**config.mk**
```make
export PLATFORM = sky130hd
export DESIGN_NAME = uart_rx_flat
export DESIGN_NICKNAME = d
export VERILOG_FILES = /design/src/rtl/uart_pkg.sv /design/src/rtl/uart_rx_if.sv /design/src/rtl/uart_sync.sv /design/src/rtl/uart_rx.sv /design/src/flat_wrapper.sv
export SDC_FILE = /design/constraint.sdc
export NUM_CORES = 1
export LEC_CHECK = 0
export ABC_AREA = 1
export CORE_UTILIZATION = 55
export DETAILED_ROUTE_END_ITERATION = 8
export DONT_BUFFER_PORTS = 1
export PLACE_DENSITY = 0.71
export RECOVER_POWER = 25
export SLEW_MARGIN = 30
export SYNTH_ARGS = -nofsm -noshare
export SYNTH_HDL_FRONTEND = slang
export SYNTH_SLANG_ARGS = --single-unit
```
**constraint.sdc**
```tcl
create_clock -name uart_clk -period 1.3 [get_ports uart_clk]
set_input_delay 0.195 -clock uart_clk [delete_from_list [all_inputs] [get_ports uart_clk]]
set_output_delay 0.195 -clock uart_clk [all_outputs]
set_load 0.005 [all_outputs]
```
**src/rtl/uart_pkg.sv**
```systemverilog
// Shared UART definitions: frame geometry, mid-bit sample points and the receiver state enum.
package uart_pkg;

    localparam int         UART_DATA_WIDTH   = 8;
    localparam int         UART_OVERSAMPLE   = 16;
    localparam logic [3:0] START_SAMPLE_TICK = 4'd7;
    localparam logic [3:0] BIT_SAMPLE_TICK   = 4'd15;

    typedef enum logic [1:0] {
        IDLE  = 2'd0,
        START = 2'd1,
        DATA  = 2'd2,
        STOP  = 2'd3
    } uart_rx_state_t;

    function automatic logic maj3(input logic a, input logic b, input logic c);
        return (a & b) | (a & c) | (b & c);
    endfunction

endpackage

```
**src/rtl/uart_rx_if.sv**
```systemverilog
// Byte-stream side of the UART receiver: ready/valid data plus status pulses.
interface uart_rx_if;
    import uart_pkg::*;

    logic [UART_DATA_WIDTH-1:0] rx_data;
    logic                       rx_valid;
    logic                       rx_ready;
    logic                       rx_active;
    logic                       frame_err;
    logic                       rx_overrun;

    modport master (
        output rx_data, rx_valid, rx_active, frame_err, rx_overrun,
        input  rx_ready
    );

    modport slave (
        input  rx_data, rx_valid, rx_active, frame_err, rx_overrun,
        output rx_ready
    );

endinterface

```
**src/rtl/uart_sync.sv**
```systemverilog
// Multi-flop synchroniser for an asynchronous input that idles high; all flops reset to 1.
module uart_sync #(
    parameter int SYNC_STAGES = 2
) (
    input  logic clk,
    input  logic rst_n,
    input  logic i_async,
    output logic o_sync
);

    logic [SYNC_STAGES-1:0] r_chain;

    always_ff @(posedge clk) begin
        if (!rst_n) begin
            r_chain <= '1;
        end else begin
            r_chain <= {r_chain[SYNC_STAGES-2:0], i_async};
        end
    end

    assign o_sync = r_chain[SYNC_STAGES-1];

endmodule

```
**src/rtl/uart_rx.sv**
```systemverilog
// UART 8N1 receiver: start-edge detect, mid-bit sampling on a 16x tick, ready/valid byte output.
// Define UART_RX_MAJORITY_EN to make each bit decision a 2-of-3 vote over the last three ticks.
module uart_rx
    import uart_pkg::*;
#(
    parameter int DATA_WIDTH      = UART_DATA_WIDTH,
    parameter int OVERSAMPLE_RATE = UART_OVERSAMPLE,
    parameter int SYNC_STAGES     = 2
) (
    input  logic      uart_clk,
    input  logic      rst_n,
    input  logic      baud_tick,
    input  logic      rx_serial,
    uart_rx_if.master rx_if
);

    localparam int TW = $clog2(OVERSAMPLE_RATE);
    localparam int BW = $clog2(DATA_WIDTH);

    localparam logic [TW-1:0] LP_START_TICK = TW'(START_SAMPLE_TICK);
    localparam logic [TW-1:0] LP_BIT_TICK   = TW'(BIT_SAMPLE_TICK);
    localparam logic [BW-1:0] LP_LAST_BIT   = BW'(DATA_WIDTH - 1);

    uart_rx_state_t        r_state;
    uart_rx_state_t        w_state_nxt;
    logic                  w_rx_s;
    logic                  r_rx_s_d;
    logic [TW-1:0]         r_tick_cnt;
    logic [BW-1:0]         r_bit_cnt;
    logic [DATA_WIDTH-1:0] r_shreg;
    logic                  w_fall;
    logic                  w_at_start;
    logic                  w_at_bit;
    logic                  w_bit;
    logic                  w_shift;
    logic                  w_done;
    logic                  w_stop_err;
    logic                  r_done;
    logic                  r_stop_err;
    logic [DATA_WIDTH-1:0] r_data;
    logic                  r_valid;
    logic                  r_frame_err;
    logic                  r_overrun;

    uart_sync #(
        .SYNC_STAGES (SYNC_STAGES)
    ) u_sync (
        .clk     (uart_clk),
        .rst_n   (rst_n),
        .i_async (rx_serial),
        .o_sync  (w_rx_s)
    );

    assign w_fall     = r_rx_s_d & ~w_rx_s;
    assign w_at_start = baud_tick && (r_state == START) && (r_tick_cnt == LP_START_TICK);
    assign w_at_bit   = baud_tick && ((r_state == DATA) || (r_state == STOP))
                        && (r_tick_cnt == LP_BIT_TICK);

`ifdef UART_RX_MAJORITY_EN
    localparam logic [TW-1:0] LP_START_M2 = TW'(START_SAMPLE_TICK - 4'd2);
    localparam logic [TW-1:0] LP_START_M1 = TW'(START_SAMPLE_TICK - 4'd1);
    localparam logic [TW-1:0] LP_BIT_M2   = TW'(BIT_SAMPLE_TICK - 4'd2);
    localparam logic [TW-1:0] LP_BIT_M1   = TW'(BIT_SAMPLE_TICK - 4'd1);

    logic r_samp_a;
    logic r_samp_b;

    // The two earlier votes are captured on the ticks just before each decision tick.
    always_ff @(posedge uart_clk) begin
        if (!rst_n) begin
            r_samp_a <= 1'b1;
            r_samp_b <= 1'b1;
        end else if (baud_tick) begin
            if ((r_tick_cnt == LP_START_M2) || (r_tick_cnt == LP_BIT_M2)) r_samp_a <= w_rx_s;
            if ((r_tick_cnt == LP_START_M1) || (r_tick_cnt == LP_BIT_M1)) r_samp_b <= w_rx_s;
        end
    end

    assign w_bit = maj3(r_samp_a, r_samp_b, w_rx_s);
`else
    assign w_bit = w_rx_s;
`endif

    always_ff @(posedge uart_clk) begin
        if (!rst_n) begin
            r_state <= IDLE;
        end else begin
            r_state <= w_state_nxt;
        end
    end

    always_comb begin
        w_state_nxt = r_state;
        w_shift     = 1'b0;
        w_done      = 1'b0;
        w_stop_err  = 1'b0;
        unique case (r_state)
            IDLE: begin
                if (w_fall) w_state_nxt = START;
            end
            START: begin
                if (w_at_start) w_state_nxt = w_bit ? IDLE : DATA;
            end
            DATA: begin
                if (w_at_bit) begin
                    w_shift = 1'b1;
                    if (r_bit_cnt == LP_LAST_BIT) w_state_nxt = STOP;
                end
            end
            STOP: begin
                // Leaving at mid stop bit leaves half a bit to catch the next start edge.
                if (w_at_bit) begin
                    w_state_nxt = IDLE;
                    w_done      = w_bit;
                    w_stop_err  = ~w_bit;
                end
            end
            default: w_state_nxt = IDLE;
        endcase
    end

    always_ff @(posedge uart_clk) begin
        if (!rst_n) begin
            r_rx_s_d   <= 1'b1;
            r_tick_cnt <= '0;
            r_bit_cnt  <= '0;
            r_shreg    <= '0;
            r_done     <= 1'b0;
            r_stop_err <= 1'b0;
        end else begin
            r_rx_s_d   <= w_rx_s;
            r_done     <= w_done;
            r_stop_err <= w_stop_err;
            if (r_state == IDLE) begin
                r_tick_cnt <= '0;
                r_bit_cnt  <= '0;
            end else if (baud_tick) begin
                r_tick_cnt <= (w_at_start && !w_bit) ? '0 : r_tick_cnt + 1'b1;
            end
            if (w_shift) begin
                r_shreg   <= {w_bit, r_shreg[DATA_WIDTH-1:1]};
                r_bit_cnt <= r_bit_cnt + 1'b1;
            end
        end
    end

    // A pending byte blocks the new one unless it is being consumed in the same cycle.
    always_ff @(posedge uart_clk) begin
        if (!rst_n) begin
            r_data      <= '0;
            r_valid     <= 1'b0;
            r_frame_err <= 1'b0;
            r_overrun   <= 1'b0;
        end else begin
            r_frame_err <= r_stop_err;
            r_overrun   <= 1'b0;
            if (r_done && (!r_valid || rx_if.rx_ready)) begin
                r_data  <= r_shreg;
                r_valid <= 1'b1;
            end else if (r_done) begin
                r_overrun <= 1'b1;
            end else if (r_valid && rx_if.rx_ready) begin
                r_valid <= 1'b0;
            end
        end
    end

    assign rx_if.rx_data    = r_data;
    assign rx_if.rx_valid   = r_valid;
    assign rx_if.rx_active  = (r_state != IDLE);
    assign rx_if.frame_err  = r_frame_err;
    assign rx_if.rx_overrun = r_overrun;

endmodule

```
**src/flat_wrapper.sv**
```systemverilog
// flat-port wrapper written by rule: the top's interface ports become plain ports
module uart_rx_flat import uart_pkg::*;
#(
    parameter int DATA_WIDTH      = UART_DATA_WIDTH,
    parameter int OVERSAMPLE_RATE = UART_OVERSAMPLE,
    parameter int SYNC_STAGES     = 2
)
  (uart_clk, rst_n, baud_tick, rx_serial, rx_if_rx_data, rx_if_rx_valid, rx_if_rx_active, rx_if_frame_err, rx_if_rx_overrun, rx_if_rx_ready);
  uart_rx_if rx_if_i ();
  input  logic uart_clk;
  input  logic rst_n;
  input  logic baud_tick;
  input  logic rx_serial;
  output wire logic [$bits(rx_if_i.rx_data)-1:0] rx_if_rx_data;
  output wire logic [$bits(rx_if_i.rx_valid)-1:0] rx_if_rx_valid;
  output wire logic [$bits(rx_if_i.rx_active)-1:0] rx_if_rx_active;
  output wire logic [$bits(rx_if_i.frame_err)-1:0] rx_if_frame_err;
  output wire logic [$bits(rx_if_i.rx_overrun)-1:0] rx_if_rx_overrun;
  input wire logic [$bits(rx_if_i.rx_ready)-1:0] rx_if_rx_ready;
  assign rx_if_rx_data = rx_if_i.rx_data;
  assign rx_if_rx_valid = rx_if_i.rx_valid;
  assign rx_if_rx_active = rx_if_i.rx_active;
  assign rx_if_frame_err = rx_if_i.frame_err;
  assign rx_if_rx_overrun = rx_if_i.rx_overrun;
  assign rx_if_i.rx_ready = rx_if_rx_ready;
  uart_rx #(.DATA_WIDTH(DATA_WIDTH), .OVERSAMPLE_RATE(OVERSAMPLE_RATE), .SYNC_STAGES(SYNC_STAGES)) u_core (.uart_clk(uart_clk), .rst_n(rst_n), .baud_tick(baud_tick), .rx_serial(rx_serial), .rx_if(rx_if_i));
endmodule
```
# After elaboration in Yosys (flattened, before gate mapping)
# Index checks and enable logic that the tools add are counted.
[word_totals]
register_bits = 33
wordCells = 65
output_inout_bits = 12
[op_classes]
bitwise_logic = 3
n_eq_ne = 12
n_addsub = 2
n_reduce_logical = 20
mux = 16
[ops]
columns = ["op", "count"]
rows = [
  ["2-bit two-way mux", 6],
  ["2-bit by 1-bit != test with 1-bit output (second input constant)", 4],
  ["2-bit case mux with 4 select lines", 1],
  ["1-bit logical AND", 7],
  ["1-bit two-way mux", 6],
  ["3-bit two-way mux", 2],
  ["2-bit nonzero test", 3],
  ["5-bit AND reduction", 1],
  ["4-bit by 1-bit adder with 4-bit output (second input constant)", 1],
  ["2-bit == test (second input constant)", 2],
  ["4-bit by 3-bit == test with 1-bit output (second input constant)", 1],
  ["4-bit == test (second input constant)", 1],
  ["4-bit two-way mux", 1],
  ["2-bit != test (second input constant)", 2],
  ["2-bit OR reduction", 2],
  ["3-bit by 1-bit adder with 3-bit output (second input constant)", 1],
  ["3-bit == test (second input constant)", 1],
  ["3-bit AND reduction", 1],
  ["2-bit by 1-bit == test with 1-bit output (second input constant)", 1],
  ["1-bit logical NOT", 2],
  ["2-bit logical NOT", 1],
  ["1-bit logical OR", 2],
  ["1-bit inverter", 2],
  ["2-bit AND reduction", 1],
  ["1-bit bitwise AND", 1],
]

# Logic depth before layout (Yosys ltp)
# Gate-level depths: netlist (run 1).
[depth]
word_depth = 7
ltp_mapped = 8
depth_no_buf = 8

# Hierarchy
# Synthesis (run 1) repeated with hierarchy kept, for this count alone.
[unflattened]
hier_cells = 163
area_unflattened_um2 = 1267.5
[by_module_without_submodules]
columns = ["module", "instances", "cells_each", "area_each_um2"]
rows = [
  ["uart_rx", 1, 157, 1212.4],
  ["uart_sync", 1, 6, 55.1],
]

# Worst setup path after synthesis (run 1)
# OpenSTA, ideal clock, no wires.
[synth_path]
path_type = "register -> register"
from = "register u_core.r_tick_cnt[0]"
to = "register u_core.r_bit_cnt[1]"
path_slack_ps = 100
setup_time_ps = 123
arrival_time_ps = 1076
required_ps = 1177
path_stages_with_launch = 8
path_cell_list = "dfxtp_1 ha_1 nand3_2 nor2_4 nand2_2 buf_2 nand3_1 a21oi_2"
[synth_between]
elab_chain_len = 5
word_cells_on_any_way = 6
[synth_rtl]
columns = ["element", "line_no", "source"]
rows = [
  ["start, declared", "uart_rx.sv:28", "logic [TW-1:0] r_tick_cnt;"],
  ["start signal, assigned", "uart_rx.sv:138", "r_tick_cnt <= (w_at_start && !w_bit) ? '0 : r_tick_cnt + 1'b1;"],
  ["4-bit == test (*)", "uart_rx.sv:57", "&& (r_tick_cnt == LP_BIT_TICK);"],
  ["1-bit logical AND (*)", "uart_rx.sv:57", ""],
  ["1-bit two-way mux (*)", "uart_rx.sv:105", "if (w_at_bit) begin"],
  ["1-bit two-way mux (*)", "uart_rx.sv:97", "unique case (r_state)"],
  ["3-bit two-way mux or 2-bit nonzero test (tied branches)", "--", ""],
  ["end signal, assigned", "uart_rx.sv:142", "r_bit_cnt <= r_bit_cnt + 1'b1;"],
  ["end, declared", "uart_rx.sv:29", "logic [BW-1:0] r_bit_cnt;"],
]
# Every way passes the cells marked *; elsewhere a longest branch is shown, timed or not.
# A chain may end at the register's enable or synchronous reset.

==> impl_metrics.ini, run 1 <==
[cells_and_area]
final_cell_area_um2 = 1450
final_util = 0.656
synthToLayoutAreaGrowth_pct = 12.9
drive_gt1_frac = 0.230
num_antenna_cells = 0
nFillCells = 197
fin_nets = 172

[floorplanning]
core-area_um2 = 2210
die_w_um = 50.3
pin_count = 17
num_rows = 17
start_util = 0.581
die_area_um2 = 2530
die_h_um = 50.3

[critical_path]
worstPathRequired_ps = 1530
end_kind = flop
startpoint_type = flop
worstSetupPathType = reg2reg
arrival_ps = 1520
path_max_fanout = 4

[yosys]
synth_warnings = 0
avgSynthCellArea_um2 = 8.24
ys_seq_elements = 33
synth_cells = 156
netlist_area_um2 = 1280
ys_types = 23
yosysSeqAreaShare = 0.514
syn_nets = 164

[sta]
clock_skew_ps = 9.30
period_share = 0.991
rsz0062_at_grt = yes
tns_ps = 0
slew_headroom = 0.735
layout_min_cycle_time_ps = 1290
timing.fmax_mhz = 776
setup_viol = 0
worstMarginPinSlew_ps = 396
maxSlewViolCount = 0
hold_viol = 0

[grt]
grt_max_degree = 14
grt_pass1_vias = 935
overflow = 0
grt_pass1_wl_um = 4040
groute.usage.overall = 0.218
grt_antenna_before_repair = 0

[detailed_routing]
vias = 979
wl_um = 2360
drt_iter0_drc = 37
ant_nets = 0
dr.pass1.iters = 4
via_per_inst = 5.07
drcViolationCount = 0
routedWlPerCell_um = 12.2

[clock_tree]
cts_root_buf = clkbuf_4
cts.clk_slew.worst_paths_ps = 90
clockBufferDepth = 2
clkLatencyLatePin_ps = 330
cts_tree = built
h-tree-depth = 2
holdBufCountCts = 2
numCtsBuffers = 5
clock-sinks = 33

[power_and_ir_drop]
ir_worst_vdd_mv = 0.838
power.density_nw_per_um2 = 1200
p_leak_nw = 0.605
fin_total_pwr_mw = 1.73

[placement]
dp_hpwl_um = 1590
gp_congestion = 0.814
io_buffers = 0
postPlaceCellArea_um2 = 1310

[flow_run]
maxCapViolCount = 0

[outcome]
status = finished, final reports clean

[worst_hold_path]
hold_class = in2reg
power by group:
group / internal [mW] / switching (mW) / leakage, nW
registers: 1.02 / 0.0102 / 0.268
logic: 0.0230 / 0.0372 / 0.296
clock network: 0.313 / 0.331 / 0.0413
metrics by stage:
stage / setup WS (ps) / hold slack [ps] / cells
after floorplan: 100 / 276 / 156
after global placement: -4.21 / 288 / 181
after detailed placement: -44.3 / 293 / 181
after CTS: 6.88 / 2.58 / 191
after global routing: -98.8 / -17.6 / 193
final: 11.4 / 7.99 / 193
state kept, by name, summed over array words and instances, names as in the netlist, named ones only:
register and count:
u_core.r_shreg 8, u_core.rx_if.rx_data 8, u_core.r_tick_cnt 4, u_core.r_bit_cnt 3
u_core.u_sync.r_chain 2, u_core.r_done 1, u_core.r_rx_s_d 1, u_core.r_state 1
u_core.r_stop_err 1, u_core.rx_if.frame_err 1, u_core.rx_if.rx_overrun 1, u_core.rx_if.rx_valid 1
final cells by class:
| type | instances | area [µm²] | share of cell area |
|---|---|---|---|
| well taps | 28 | 35.0 | 0.0242 |
| clock buffers | 7 | 65.1 | 0.0449 |
| flip-flops and latches | 33 | 663 | 0.457 |
| multi-input cells | 104 | 577 | 0.398 |
| repair buffers | 6 | 50.0 | 0.0345 |
| inverters | 14 | 55.1 | 0.0380 |
| clock inverters | 1 | 5.00 | 0.00345 |
synthesized netlist by cell type:
cell type  count  area, µm²
nor2_1        29        109
or2_2          2       12.5
o21ai_1        2       10.0
mux2_2         1       11.3
inv_2          2       7.51
nor3_1         3       15.0
nand3_2        1       10.0
nand2_1       24       90.1
nor2_4         1       11.3
nand2_2        4       25.0
or2_1          1       6.26
o21ai_0       10       50.1
inv_1         12       45.0
a21oi_2        9       78.8
nand3_1        5       25.0
dfxtp_1       33        661
buf_2          2       10.0
buf_6          1       11.3
nand4_1        2       12.5
clkbuf_1       2       7.51
xor2_1         1       8.76
ha_1           3       37.5
a21oi_1        6       30.0
cell usage in the layout, fill, tap and decap left out:
cell            n
a21oi_1         6
a21oi_2         9
buf_4           4
clkbuf_4        5
clkbuf_8        2
clkinv_2        1
dfxtp_1        31
dfxtp_2         2
dlygate4sd3_1   2
ha_1            2
ha_4            1
inv_1          12
inv_2           1
inv_4           1
mux2_2          1
nand2_1        24
nand2_2         4
nand3_1         5
nand3_4         1
nand4_1         2
nor2_1         27
nor2_2          1
nor2_4          2
nor3_1          3
o21ai_0        10
o21ai_1         1
o21ai_2         1
or2_1           1
or2_2           2
xor2_1          1
critical path: stages (launching register included):
cell     delay (ps)
dfxtp_2         360
ha_4            150
nand3_4          70
nor2_4          150
nor2_1           50
nor2_1          150
nand3_1         130
nand3_1          80
nand2_1          50
kinds of logic (layout without fill, tap and decap cells):
family | count (synthesis) | count (layout) | share of synthesized area
AO/OA/AOI/OAI | 27 | 27 | 0.131
XOR/XNOR | 1 | 1 | 0.00682
adder cells (fa/ha/maj) | 3 | 3 | 0.0292
buffers and inverters | 19 | 28 | 0.0633
flip-flops | 33 | 33 | 0.514
multiplexers | 1 | 1 | 0.00876
AND/OR/NAND/NOR | 72 | 72 | 0.246
metal layers:
layer / global-route usage / routed length (µm)
met1: 0.277 / 1190
met5: 0 / 0
met3: 0.109 / 115
met4: 0.102 / 23
met2: 0.304 / 1040
timing repair:
item	CTS	global route
gates resized for setup	5	5
setup endpoints to repair	14	23
setup buffers	0	2
pin swaps	0	4
hold endpoints to repair	14	1
path summary, 6_finish.rpt:
| path | start | end | depth (start not counted) | slack [ps] |
|---|---|---|---|---|
| max | u_core.r_tick_cnt[0]$_SDFFE_PP0P_ | flop | 8 | 10 |
| min | rst_n | u_core.r_bit_cnt[0]$_SDFFE_PN0P_ | 2 | 8 |
| max reg2reg | u_core.r_tick_cnt[0]$_SDFFE_PP0P_ | flop | 8 | 10 |
| min reg2reg | u_core.r_stop_err$_SDFF_PN0_ | u_core.rx_if.frame_err$_SDFF_PN0_ | 2 | 420 |
(Power assumes the default switching activity.)
==> run 2, diff against run 1 <==
--- a/config.mk
+++ b/config.mk
@@ -7,8 +7,10 @@
 export LEC_CHECK = 0
 export ABC_AREA = 1
 export CORE_UTILIZATION = 55
+export CTS_CLUSTER_DIAMETER = 50
 export DETAILED_ROUTE_END_ITERATION = 8
 export DONT_BUFFER_PORTS = 1
+export GPL_TIMING_DRIVEN = 0
 export PLACE_DENSITY = 0.71
 export RECOVER_POWER = 25
 export SLEW_MARGIN = 30
==> impl_metrics.ini, run 2 (same netlist as run 1, synthesis figures left out) <==
[outcome]
status = finished, final reports clean

[critical_path]
reg2reg_from = u_core.r_tick_cnt[1]$_SDFFE_PP0P_
startpoint_type = flop
cp_cell_sequence = ha_4 -> nand3_4 -> nor2_4 -> nor2_1 -> nor2_1 -> nand3_1 -> nand3_1 -> nand2_1
reg2regPathDepth = 8
path_max_fanout = 4
r2r_slack_ps = 50
path_delay_family = simple AND/OR/NAND/NOR gates
arrival_ps = 1460
crit_slowest_cell = dfxtp_2
end_kind = flop
crit_buf_inv = 0
worstPathRequired_ps = 1510
worstSetupPathType = reg2reg
critical-path-max-stage-delay_ps = 360

[cells_and_area]
nFillCells = 186
fin_nets = 180
final_cell_count_no_fill = 201
multiInputGateArea_um2 = 576
drive_gt1_frac = 0.254
final_cell_mix = 29 x nor2_1, 29 x dfxtp_1, 21 x nand2_1
synthToLayoutAreaGrowth_pct = 15.7
seqCellArea_um2 = 666
final_util = 0.672
num_antenna_cells = 0
final_cell_area_um2 = 1490

[power_and_ir_drop]
p_leak_nw = 0.647
ir_worst_vdd_mv = 0.757
power.density_nw_per_um2 = 1080

[sta]
setup_viol = 0
slew_headroom = 0.752
clock_skew_ps = 6.36
rsz0062_at_grt = yes
hold_viol = 0
maxSlewViolCount = 0
period_share = 0.961
timing.fmax_mhz = 800
worstMarginPinSlew_ps = 372
layout_min_cycle_time_ps = 1250
worst_slack_ps = 50.7

[flow_run]
maxCapViolCount = 0

[clock_tree]
clockBufferDepth = 2
cts_tree = built
h-tree-depth = 2
cts_root_buf = clkbuf_4
numCtsBuffers = 5
clkLatencyLatePin_ps = 320
cts.clk_slew.worst_paths_ps = 90
clock-sinks = 33

[floorplanning]
die_w_um = 50.3
pin_count = 17
die_h_um = 50.3
start_util = 0.581
die_area_um2 = 2530
num_rows = 17
core-area_um2 = 2210

[detailed_routing]
ant_nets = 0
vias = 1046
wl_um = 2430
drt_iter0_drc = 23
dr.pass1.iters = 4
drcViolationCount = 0
via_per_inst = 5.20
routedWlPerCell_um = 12.1

[grt]
grt_antenna_before_repair = 0
grt_pass1_vias = 967
groute.usage.overall = 0.227
grt_max_degree = 11
overflow = 0
grt_pass1_wl_um = 4220

[placement]
dpl.cell_count = 184
post-place-ws_ps = -41.1
postPlaceCellArea_um2 = 1320
io_buffers = 0
gp_congestion = 0.739
dp_hpwl_um = 1630

[worst_hold_path]
hold_path_depth = 2
hold_class = in2reg
holdPathEnd = u_core.r_tick_cnt[0]$_SDFFE_PP0P_
hp-start = baud_tick
-- run 2: changes by cell type in the layout (fill, tap and decap cells not counted), sizes merged --
cell / before / now
clkinv: 1 / 0
buf: 4 / 10
clkbuf: 7 / 10
-- run 2: final cells by class --
class	instances	share of cell area
tap	28	0.0236
clock buffer	8	0.0328
timing repair buffer	9	0.0513
inverter	14	0.0354
buffer	5	0.0219
multi-input combinational	104	0.387
sequential	33	0.448
-- run 2: worst max path at each step --
stage	from	to	slack, ps	depth (start not counted)
floorplan	u_core.r_tick_cnt[0]$_SDFFE_PP0P_	u_core.r_bit_cnt[1]$_SDFFE_PN0P_	100	7
global placement	u_core.r_tick_cnt[1]$_SDFFE_PP0P_	u_core.r_bit_cnt[1]$_SDFFE_PN0P_	8	7
detailed placement	u_core.r_tick_cnt[0]$_SDFFE_PP0P_	u_core.r_bit_cnt[1]$_SDFFE_PN0P_	-40	7
CTS	u_core.r_tick_cnt[0]$_SDFFE_PP0P_	flop	10	8
global route	u_core.r_tick_cnt[1]$_SDFFE_PP0P_	u_core.r_shreg[3]$_SDFFE_PN0P_	-20	8
finish	u_core.r_tick_cnt[1]$_SDFFE_PP0P_	flop	50	8
-- run 2: power by group --
group          total, mW  leakage (nW)  internal (mW)  switching (mW)
sequential          1.03         0.268           1.02          0.0100
combinational     0.0585         0.352         0.0222          0.0363
clock              0.523        0.0265          0.215           0.308
-- run 2: timing repair --
item / 4_1_cts / 5_1_grt
hold endpoints to repair: 4 / 0
cloned: 1 / 0
pin swaps: 4 / 5
gates resized for setup: 8 / 8
hold buffers: 2 / 0
setup buffers: 3 / 3
endpoints found under the setup margin: 15 / 16
-- run 2: per-layer routing --
layer,share of wire,track usage
met5,0,0
met2,0.48,0.364
met1,0.46,0.271
met3,0.056,0.0970
met4,0.0058,0.0741
-- run 2: stage by stage --
step	power, mW	hold slack (ps)	setup TNS [ps]
finish	1.61	25.4	0
global route	1.70	12.6	-90.3
CTS	1.63	12.5	0
detailed placement	1.10	298	-325
global placement	1.10	288	0
floorplan	1.09	276	0
